File: src/rtl/cau2_tdm_demux_pkg.sv
// ----------------------------------------------------------------------------
// cau2_tdm_demux_pkg
// Shared constants for the TDM demultiplexer receive path and for the mux
// test benches: FSM state encodings, default select width, slot count,
// settle time and the width of the settle wait counter.
// ----------------------------------------------------------------------------
package cau2_tdm_demux_pkg;

   // Two-state receive FSM: idle between frames, scanning slots in a frame.
   typedef enum logic [0:0] {
      ST_IDLE = 1'b0,
      ST_SLOT = 1'b1
   } state_e;

   localparam int DEF_SEL_W  = 3;
   localparam int DEF_N      = 8;
   localparam int DEF_SETTLE = 1;

   // Settle counter width; supports SETTLE values 0..15.
   localparam int WCNT_W     = 4;

endpackage : cau2_tdm_demux_pkg

File: src/rtl/cau2_slot_timer.sv
// ----------------------------------------------------------------------------
// cau2_slot_timer
// Slot timing for the TDM demultiplexer. While enabled, each slot lasts
// SETTLE+1 cycles: the wait counter runs 0..SETTLE and the capture strobe is
// high in the cycle where it equals SETTLE, at whose closing edge the slot
// counter (the registered mux select) advances and wraps from N-1 to 0.
// While disabled both counters are held at zero.
//
// Ports
//   clk          in   1      rising-edge clock
//   rst          in   1      synchronous active-high reset
//   en_i         in   1      frame in progress
//   capture_o    out  1      sample y_in at the coming edge
//   last_slot_o  out  1      current slot is N-1
//   sel_o        out  SEL_W  registered select to the mux
// ----------------------------------------------------------------------------
module cau2_slot_timer
   import cau2_tdm_demux_pkg::*;
#(
   parameter int SEL_W  = DEF_SEL_W,
   parameter int N      = DEF_N,
   parameter int SETTLE = DEF_SETTLE
) (
   input  logic             clk,
   input  logic             rst,
   input  logic             en_i,
   output logic             capture_o,
   output logic             last_slot_o,
   output logic [SEL_W-1:0] sel_o
);

   localparam logic [WCNT_W-1:0] SETTLE_C = WCNT_W'(SETTLE);
   localparam logic [SEL_W-1:0]  LAST_C   = SEL_W'(N - 1);

   logic [WCNT_W-1:0] wcnt_q;
   logic [WCNT_W-1:0] wcnt_d;
   logic [SEL_W-1:0]  sel_q;
   logic [SEL_W-1:0]  sel_d;
   logic              at_settle_s;
   logic              last_s;

   assign at_settle_s = (wcnt_q == SETTLE_C);
   assign last_s      = (sel_q == LAST_C);
   assign capture_o   = en_i & at_settle_s;
   assign last_slot_o = last_s;
   assign sel_o       = sel_q;

   // Next-state for the settle counter and the slot counter.
   always_comb begin
      wcnt_d = wcnt_q;
      sel_d  = sel_q;
      if (!en_i) begin
         wcnt_d = '0;
         sel_d  = '0;
      end else if (!at_settle_s) begin
         wcnt_d = wcnt_q + WCNT_W'(1);
         sel_d  = sel_q;
      end else begin
         // Capture edge: the select only ever moves here, so y_in has been
         // stable for the whole settle window before it is sampled.
         wcnt_d = '0;
         if (last_s) begin
            sel_d = '0;
         end else begin
            sel_d = sel_q + SEL_W'(1);
         end
      end
   end

   // Counter registers with synchronous reset.
   always_ff @(posedge clk) begin
      if (rst) begin
         wcnt_q <= '0;
         sel_q  <= '0;
      end else begin
         wcnt_q <= wcnt_d;
         sel_q  <= sel_d;
      end
   end

endmodule : cau2_slot_timer

File: src/rtl/cau2_tdm_demux.sv
// ----------------------------------------------------------------------------
// cau2_tdm_demux
// Receive end of the 8:1 multiplexer path. Drives the mux select, samples the
// serial mux output once per slot and rebuilds the parallel word. Slot k
// (sel=k) lands in data[N-1-k]. After the last slot the word is loaded into
// data and valid pulses for one cycle. In continuous mode the next frame
// begins immediately after the last capture.
//
// Ports
//   clk    in   1      rising-edge clock
//   rst    in   1      synchronous active-high reset
//   start  in   1      begin a frame (looked at only while idle)
//   cont   in   1      continuous mode (looked at only on the last capture)
//   y_in   in   1      serial data from the mux output
//   sel    out  SEL_W  registered select to the mux
//   data   out  N      last completed parallel word
//   valid  out  1      one-cycle pulse, data updated
//   busy   out  1      frame in progress
// ----------------------------------------------------------------------------
module cau2_tdm_demux
   import cau2_tdm_demux_pkg::*;
#(
   parameter int SEL_W  = DEF_SEL_W,
   parameter int N      = DEF_N,
   parameter int SETTLE = DEF_SETTLE
) (
   input  logic             clk,
   input  logic             rst,
   input  logic             start,
   input  logic             cont,
   input  logic             y_in,
   output logic [SEL_W-1:0] sel,
   output logic [N-1:0]     data,
   output logic             valid,
   output logic             busy
);

   localparam logic [SEL_W-1:0] LAST_C = SEL_W'(N - 1);

   state_e           state_q;
   state_e           state_d;
   logic [N-1:0]     shadow_q;
   logic [N-1:0]     shadow_d;
   logic [N-1:0]     data_q;
   logic [N-1:0]     data_d;
   logic             valid_q;
   logic             valid_d;
   logic             busy_q;
   logic             busy_d;

   logic             capture_s;
   logic             last_slot_s;
   logic [SEL_W-1:0] sel_s;
   logic [SEL_W-1:0] bit_idx_s;
   logic [N-1:0]     merged_s;

   cau2_slot_timer #(
      .SEL_W  (SEL_W),
      .N      (N),
      .SETTLE (SETTLE)
   ) u_timer (
      .clk         (clk),
      .rst         (rst),
      .en_i        (state_q == ST_SLOT),
      .capture_o   (capture_s),
      .last_slot_o (last_slot_s),
      .sel_o       (sel_s)
   );

   // Slot k maps to bit N-1-k, so sel=0 delivers the MSB.
   assign bit_idx_s = LAST_C - sel_s;

   // Shadow word with the bit being captured this cycle already merged, so
   // the last slot can be loaded into data in the same edge.
   always_comb begin
      merged_s            = shadow_q;
      merged_s[bit_idx_s] = y_in;
   end

   // FSM next-state, shadow assembly and output next-state.
   always_comb begin
      state_d  = state_q;
      shadow_d = shadow_q;
      data_d   = data_q;
      valid_d  = 1'b0;
      case (state_q)
         ST_IDLE: begin
            if (start) begin
               state_d = ST_SLOT;
            end else begin
               state_d = ST_IDLE;
            end
         end
         ST_SLOT: begin
            if (capture_s) begin
               if (last_slot_s) begin
                  data_d   = merged_s;
                  valid_d  = 1'b1;
                  shadow_d = '0;
                  if (cont) begin
                     state_d = ST_SLOT;
                  end else begin
                     state_d = ST_IDLE;
                  end
               end else begin
                  shadow_d = merged_s;
               end
            end else begin
               shadow_d = shadow_q;
            end
         end
         default: begin
            state_d  = ST_IDLE;
            shadow_d = '0;
         end
      endcase
      busy_d = (state_d == ST_SLOT);
   end

   // State, shadow and output registers with synchronous reset.
   always_ff @(posedge clk) begin
      if (rst) begin
         state_q  <= ST_IDLE;
         shadow_q <= '0;
         data_q   <= '0;
         valid_q  <= 1'b0;
         busy_q   <= 1'b0;
      end else begin
         state_q  <= state_d;
         shadow_q <= shadow_d;
         data_q   <= data_d;
         valid_q  <= valid_d;
         busy_q   <= busy_d;
      end
   end

   assign sel   = sel_s;
   assign data  = data_q;
   assign valid = valid_q;
   assign busy  = busy_q;

endmodule : cau2_tdm_demux

File: config.mk
export PLATFORM = sky130hd
export DESIGN_NAME = cau2_tdm_demux
export DESIGN_NICKNAME = d
export VERILOG_FILES = /design/src/rtl/cau2_tdm_demux_pkg.sv /design/src/rtl/cau2_slot_timer.sv /design/src/rtl/cau2_tdm_demux.sv
export SDC_FILE = /design/constraint.sdc
export NUM_CORES = 1
export LEC_CHECK = 0
export CORE_MARGIN = 5
export CORE_UTILIZATION = 51
export DETAILED_ROUTE_END_ITERATION = 8
export PLACE_DENSITY_LB_ADDON = 0.12
export SYNTH_ARGS = -nofsm -noshare
export SYNTH_HDL_FRONTEND = slang
export SYNTH_SLANG_ARGS = --single-unit
File: constraint.sdc
create_clock -name clk -period 1.8 [get_ports clk]
set_clock_uncertainty 0.05 [all_clocks]
set_input_delay 0.27 -clock clk [delete_from_list [all_inputs] [get_ports clk]]
set_output_delay 0.27 -clock clk [all_outputs]
set_load 0.1 [all_outputs]
==> metrics.cfg, run 1 <==
[status]
run_status = completed

[die]
die_w_um = 57.5
initial_utilization_pct = 52.4
die_area_um2 = 3300
pin_count = 18
rows = 17
die_h_um = 57.5
core_um2 = 2190

[timing]
setup_viol = 0
period_share_pct = 91.7
final_hold_viol_count = 0
drv_slew = 0
rsz0062_at_grt = no
maxSlewHeadroom_pct = 66.8
fin_crit_ps = 1650
setup_tns_ps = 0
worst_slew_pin_slew_ps = 496
hold_slack_ps = 437
timing.fmax_mhz = 606

[pwr]
power_frac_seq_pct = 63.3
p_leak_nw = 0.538
clockPowerShare_pct = 28.0
power_switching_mw = 0.214
switching_share_pct = 24.0
combPwrFrac_pct = 8.7
power_density_nw_per_um2 = 588
ir_drop_v = 0.000440
intPower_mw = 0.677

[clocking]
hold_buffers = 0
htreeDepth = 1
post-cts-setup-buffers = 0
root_buffer = clkbuf_4
cts_resized = 0
cts_inserted_buffers = 3
clk_pin_slew_ps = 130
clock_sinks = 25
cts_tree = built
clockBufferDepth = 2
clk_latency_ps = 320

[global_routing]
grt.overflow.total = 0
antenna_found_initial = 0
grt_pass1_vias = 994
grt_usage_pct = 16.2
grt_pass1_wl_um = 4280
grt_max_degree = 15

[route]
routed_wl_um = 2420
met3WireLength_um = 94
via_per_inst = 5.65
vias = 978
m1WireLength_um = 1120
routed.top_layer = met4
routedWlPerCell_um = 14.0
met2_length_um = 1180
drc = 0
ant_nets = 0
drt-pass1-iter-count = 4
drtIter0Drc = 13

[placed_design]
gp_congestion = 0.759
place_area_um2 = 1490
dp_hpwl_um = 1880
port_buffers = 17

[setup_path]
path_cells = ha_1, ha_1, nor2_1, nand3_2, o221ai_1
critical_path_buf_inv_count = 0
crit_arrival_ps = 1840
startpoint_type = flip-flop
cpMostUsedCell = ha_1
critPathRequiredTime_ps = 1990
cp_slowest_stage_delay_ps = 350
path_class = flip-flop to flip-flop
critical_path.slowest_cell = dfxtp_2
crit_family = simple AND/OR/NAND/NOR gates
end_kind = flip-flop
path_max_fanout = 6

[synth]
ys_types = 33
ys.flop_type = dfxtp_1
yosys_warnings = 0
avgSynthCellArea_um2 = 9.26
synth_top_cell_by_area = dfxtp_1
synth_area_um2 = 1150
synth_top_area_share_pct = 43.6
netlist_instances = 124
seq_area_frac_synth_pct = 43.6
synthTopCellsByArea = dfxtp_1 44%, mux2i_1 5.2%, o221ai_1 4.6%, ha_1 4.4%, nor2_1 4.2%
async_reset_ff_share_pct = 0
synthesis.nets = 133
yosys_register_bits = 25
synth-edff-count = 0

[layout]
fill_cells = 165
areaGrowthSynthToFinish_pct = 31.8
final_common_cell = dfxtp_1
diodes = 0
drive_gt1_share_pct = 21.4
nets = 155
postLayoutCellArea_um2 = 1510
layout_common_cells = 21 x dfxtp_1, 13 x nor2_1, 12 x buf_12

[min_path]
hold_class = flip-flop to flip-flop

[run]
cap_violations = 0

-- area by class of cell --
class	count	area, µm²	area share, %
Sequential cell	25	505	33.4
Tap cell	28	35.0	2.31
Timing Repair Buffer	24	340	22.5
Multi-Input combinational cell	85	581	38.3
Clock buffer	4	26.3	1.74
Inverter	7	26.3	1.74
-- state kept, by name, indices dropped and copies added (netlist names) --
signal          count
busy                1
data                8
shadow_q            8
u_timer.sel_o       3
u_timer.wcnt_q      4
valid               1
-- cell usage after synthesis, types with 2 or more instances --
cell	count
mux2i_1	6
nand4_1	6
o221ai_1	6
nand3b_1	3
or3b_1	2
inv_1	7
o21ai_0	4
a211oi_1	3
buf_2	3
nand3_1	7
nand2_1	5
o2bb2ai_1	2
nor3b_2	2
nand2b_1	2
clkbuf_1	2
nor2_1	13
a21oi_1	8
dfxtp_1	25
ha_1	4
-- power groups by stage --
stage                     clock, mW  sequential [mW]  combinational (mW)
after floorplan                   0            0.589              0.0311
after global placement            0            0.576              0.0753
after detailed placement          0            0.576              0.0769
after CTS                     0.256            0.564              0.0770
after global routing          0.278            0.565              0.0833
final                         0.250            0.564              0.0772
-- layer usage --
metal | vias to the layer above | GRT usage, %
li1 | 491 | -
met1 | 462 | 20.6
met2 | 20 | 26.5
met3 | 5 | 3.62
met4 | 0 | 6.29
met5 | - | 0
-- kinds of logic after synthesis --
family / count (synthesis) / share of synthesized area [%]
compound gates: 24 / 14.1
xor+xnor: 2 / 1.53
fa+ha+maj: 4 / 4.36
buf+inv: 14 / 5.88
flops: 25 / 43.6
mux: 6 / 5.23
simple gates: 49 / 25.4
-- worst paths after layout --
path	start	to	slack, ps	cells past startpoint
setup / recovery	u_timer.sel_o[0]	shadow_q[2]	150	5
setup reg to reg	u_timer.sel_o[0]	shadow_q[2]	150	5
hold reg to reg	shadow_q[1]	shadow_q[1]	440	1
hold / removal	shadow_q[1]	shadow_q[1]	440	1
-- metrics by stage --
stage / total power, mW / std cells / worst slack [ps] / utilization (%)
detailed placement: 0.653 / 169 / 165 / 67.9
floorplan: 0.620 / 124 / 2.87 / -
global route: 0.926 / 173 / 21.5 / 69.1
finish: 0.891 / 173 / 150 / 69.1
global placement: 0.651 / 169 / 235 / 67.9
CTS: 0.897 / 173 / 147 / 69.1
Note: power is estimated with default switching activity, not from simulation.
==> run 2: changes to the inputs <==
--- a/config.mk
+++ b/config.mk
@@ -8,6 +8,7 @@
 export CORE_MARGIN = 5
 export CORE_UTILIZATION = 51
 export DETAILED_ROUTE_END_ITERATION = 8
+export GPL_ROUTABILITY_DRIVEN = 1
 export PLACE_DENSITY_LB_ADDON = 0.12
 export SYNTH_ARGS = -nofsm -noshare
 export SYNTH_HDL_FRONTEND = slang
==> results of run 2 <==
No change in the layout: final DEF, timing and power equal those of run 1.
==> run 3: changes to the inputs <==
--- a/config.mk
+++ b/config.mk
@@ -9,6 +9,7 @@
 export CORE_UTILIZATION = 51
 export DETAILED_ROUTE_END_ITERATION = 8
 export GPL_ROUTABILITY_DRIVEN = 1
+export MAX_ROUTING_LAYER = met4
 export PLACE_DENSITY_LB_ADDON = 0.12
 export SYNTH_ARGS = -nofsm -noshare
 export SYNTH_HDL_FRONTEND = slang
==> run 3 against run 2 <==
Against the previous run: sequential cell count stayed put; largest power group unchanged; cell count unchanged; die area did not move; via count up 1.0%; critical path type unchanged; setup slack got worse by 2.4 ps; sequential power about the same; first-iteration DRC count unchanged; combinational power is essentially flat; clock power is essentially flat; largest cell class unchanged.
==> metrics.cfg, run 3 (synthesis gave the netlist of run 1 again) <==
[timing]
worst_slew_pin_slew_ps = 503
final_hold_viol_count = 0
setup_tns_ps = 0
rsz0062_at_grt = no
timing.fmax_mhz = 605
maxSlewHeadroom_pct = 66.3
period_share_pct = 91.8
fin_crit_ps = 1650
fin_ws_ps = 147
setup_viol = 0
drv_slew = 0

[pwr]
finalPower_mw = 0.891
power_density_nw_per_um2 = 589
ir_drop_v = 0.000437
p_leak_nw = 0.538

[route]
drc = 0
vias = 988
met2_length_um = 1180
routed_wl_um = 2440
met3WireLength_um = 105
via_per_inst = 5.71
m1WireLength_um = 1130
drtIter0Drc = 13
drt-pass1-iter-count = 4
routedWlPerCell_um = 14.1
routed.top_layer = met4
ant_nets = 0

[setup_path]
crit_arrival_ps = 1840
critPathRequiredTime_ps = 1990
path_class = flip-flop to flip-flop
critical_path_buf_inv_count = 0
path_max_fanout = 6
end_kind = flip-flop
cpMostUsedCell = ha_1
cp_slowest_stage_delay_ps = 350
r2r_end = shadow_q[2]
startpoint_type = flip-flop
critical_path.slowest_cell = dfxtp_2
crit_family = simple AND/OR/NAND/NOR gates
rrSetupSlack_ps = 150
ff2ff_path_depth = 5
crit-reg2reg-launch = u_timer.sel_o[0]
path_cells = ha_1, ha_1, nor2_1, nand3_2, o221ai_1

[placed_design]
port_buffers = 17
pre_cts_ws_ps = 165
dp_hpwl_um = 1880
gp_congestion = 0.769

[layout]
final_common_cell = dfxtp_1
layout_common_cells = 21 x dfxtp_1, 13 x nor2_1, 12 x buf_12
drive_gt1_share_pct = 21.4
areaGrowthSynthToFinish_pct = 31.8
nets = 155
diodes = 0

[die]
die_area_um2 = 3300
core_um2 = 2190
rows = 17
die_h_um = 57.5
die_w_um = 57.5
initial_utilization_pct = 52.4
pin_count = 18

[global_routing]
grt_pass1_vias = 994
grt_usage_pct = 16.7
grt_max_degree = 15
grt_pass1_wl_um = 4280
grt.overflow.total = 0
antenna_found_initial = 0

[clocking]
post-cts-setup-buffers = 0
clockBufferDepth = 2
htreeDepth = 1
hold_buffers = 0
clock_sinks = 25
cts_inserted_buffers = 3
clk_pin_slew_ps = 130
clk_latency_ps = 320
cts_resized = 0
root_buffer = clkbuf_4
cts_tree = built

[min_path]
hold_end = shadow_q[1]
hold_depth = 1
hold_class = flip-flop to flip-flop
min_from = shadow_q[1]

[status]
run_status = completed

[run]
cap_violations = 0

==> run 3: cell counts in the layout (fill, tap and decap cells not counted) <==
No cell type changed its count.
==> run 3: report_power, final <==
part,internal (mW),switching (mW),leakage [nW]
registers,0.558,0.00600,0.204
logic,0.0324,0.0449,0.320
clock network,0.0867,0.163,0.0150
==> run 3: per-layer routing <==
| layer | track usage, % | vias up |
|---|---|---|
| met3 | 3.62 | 5 |
| met1 | 20.6 | 464 |
| met5 | - | - |
| li1 | - | 491 |
| met2 | 26.5 | 28 |
| met4 | 6.29 | 0 |
==> run 3: worst max path at each step <==
stage / from / endpoint / cells past startpoint
floorplan: u_timer.sel_o[0] / shadow_q[0] / 5
global placement: rst / shadow_q[0] / 4
detailed placement: rst / shadow_q[5] / 4
CTS: u_timer.sel_o[0] / shadow_q[2] / 5
global route: u_timer.sel_o[0] / shadow_q[2] / 5
finish: u_timer.sel_o[0] / shadow_q[2] / 5
==> run 3: through the flow <==
stage	utilization (%)	cell area (µm²)	hold WS [ps]	instances
2_1_floorplan	-	1150	374	124
3_3_place_gp	67.9	1490	390	169
3_5_place_dp	67.9	1490	414	169
4_1_cts	69.1	1510	438	173
5_1_grt	69.1	1510	462	173
6_report	69.1	1510	437	173
==> run 3: area by class of cell <==
cell class / count / area, µm²
Fill cell: 165 / 677
Multi-Input combinational cell: 85 / 581
Sequential cell: 25 / 505
Timing Repair Buffer: 24 / 340
Tap cell: 28 / 35.0
Clock buffer: 4 / 26.3
Inverter: 7 / 26.3
==> run 3: worst register-to-register path: cells and delay by family, from the launching register on <==
| kind | cells | cell delay [ps] |
|---|---|---|
| flip-flops | 1 | 350 |
| AND/OR/NAND/NOR | 2 | 490 |
| adder cells (fa/ha/maj) | 2 | 460 |
| AO/OA/AOI/OAI | 1 | 230 |
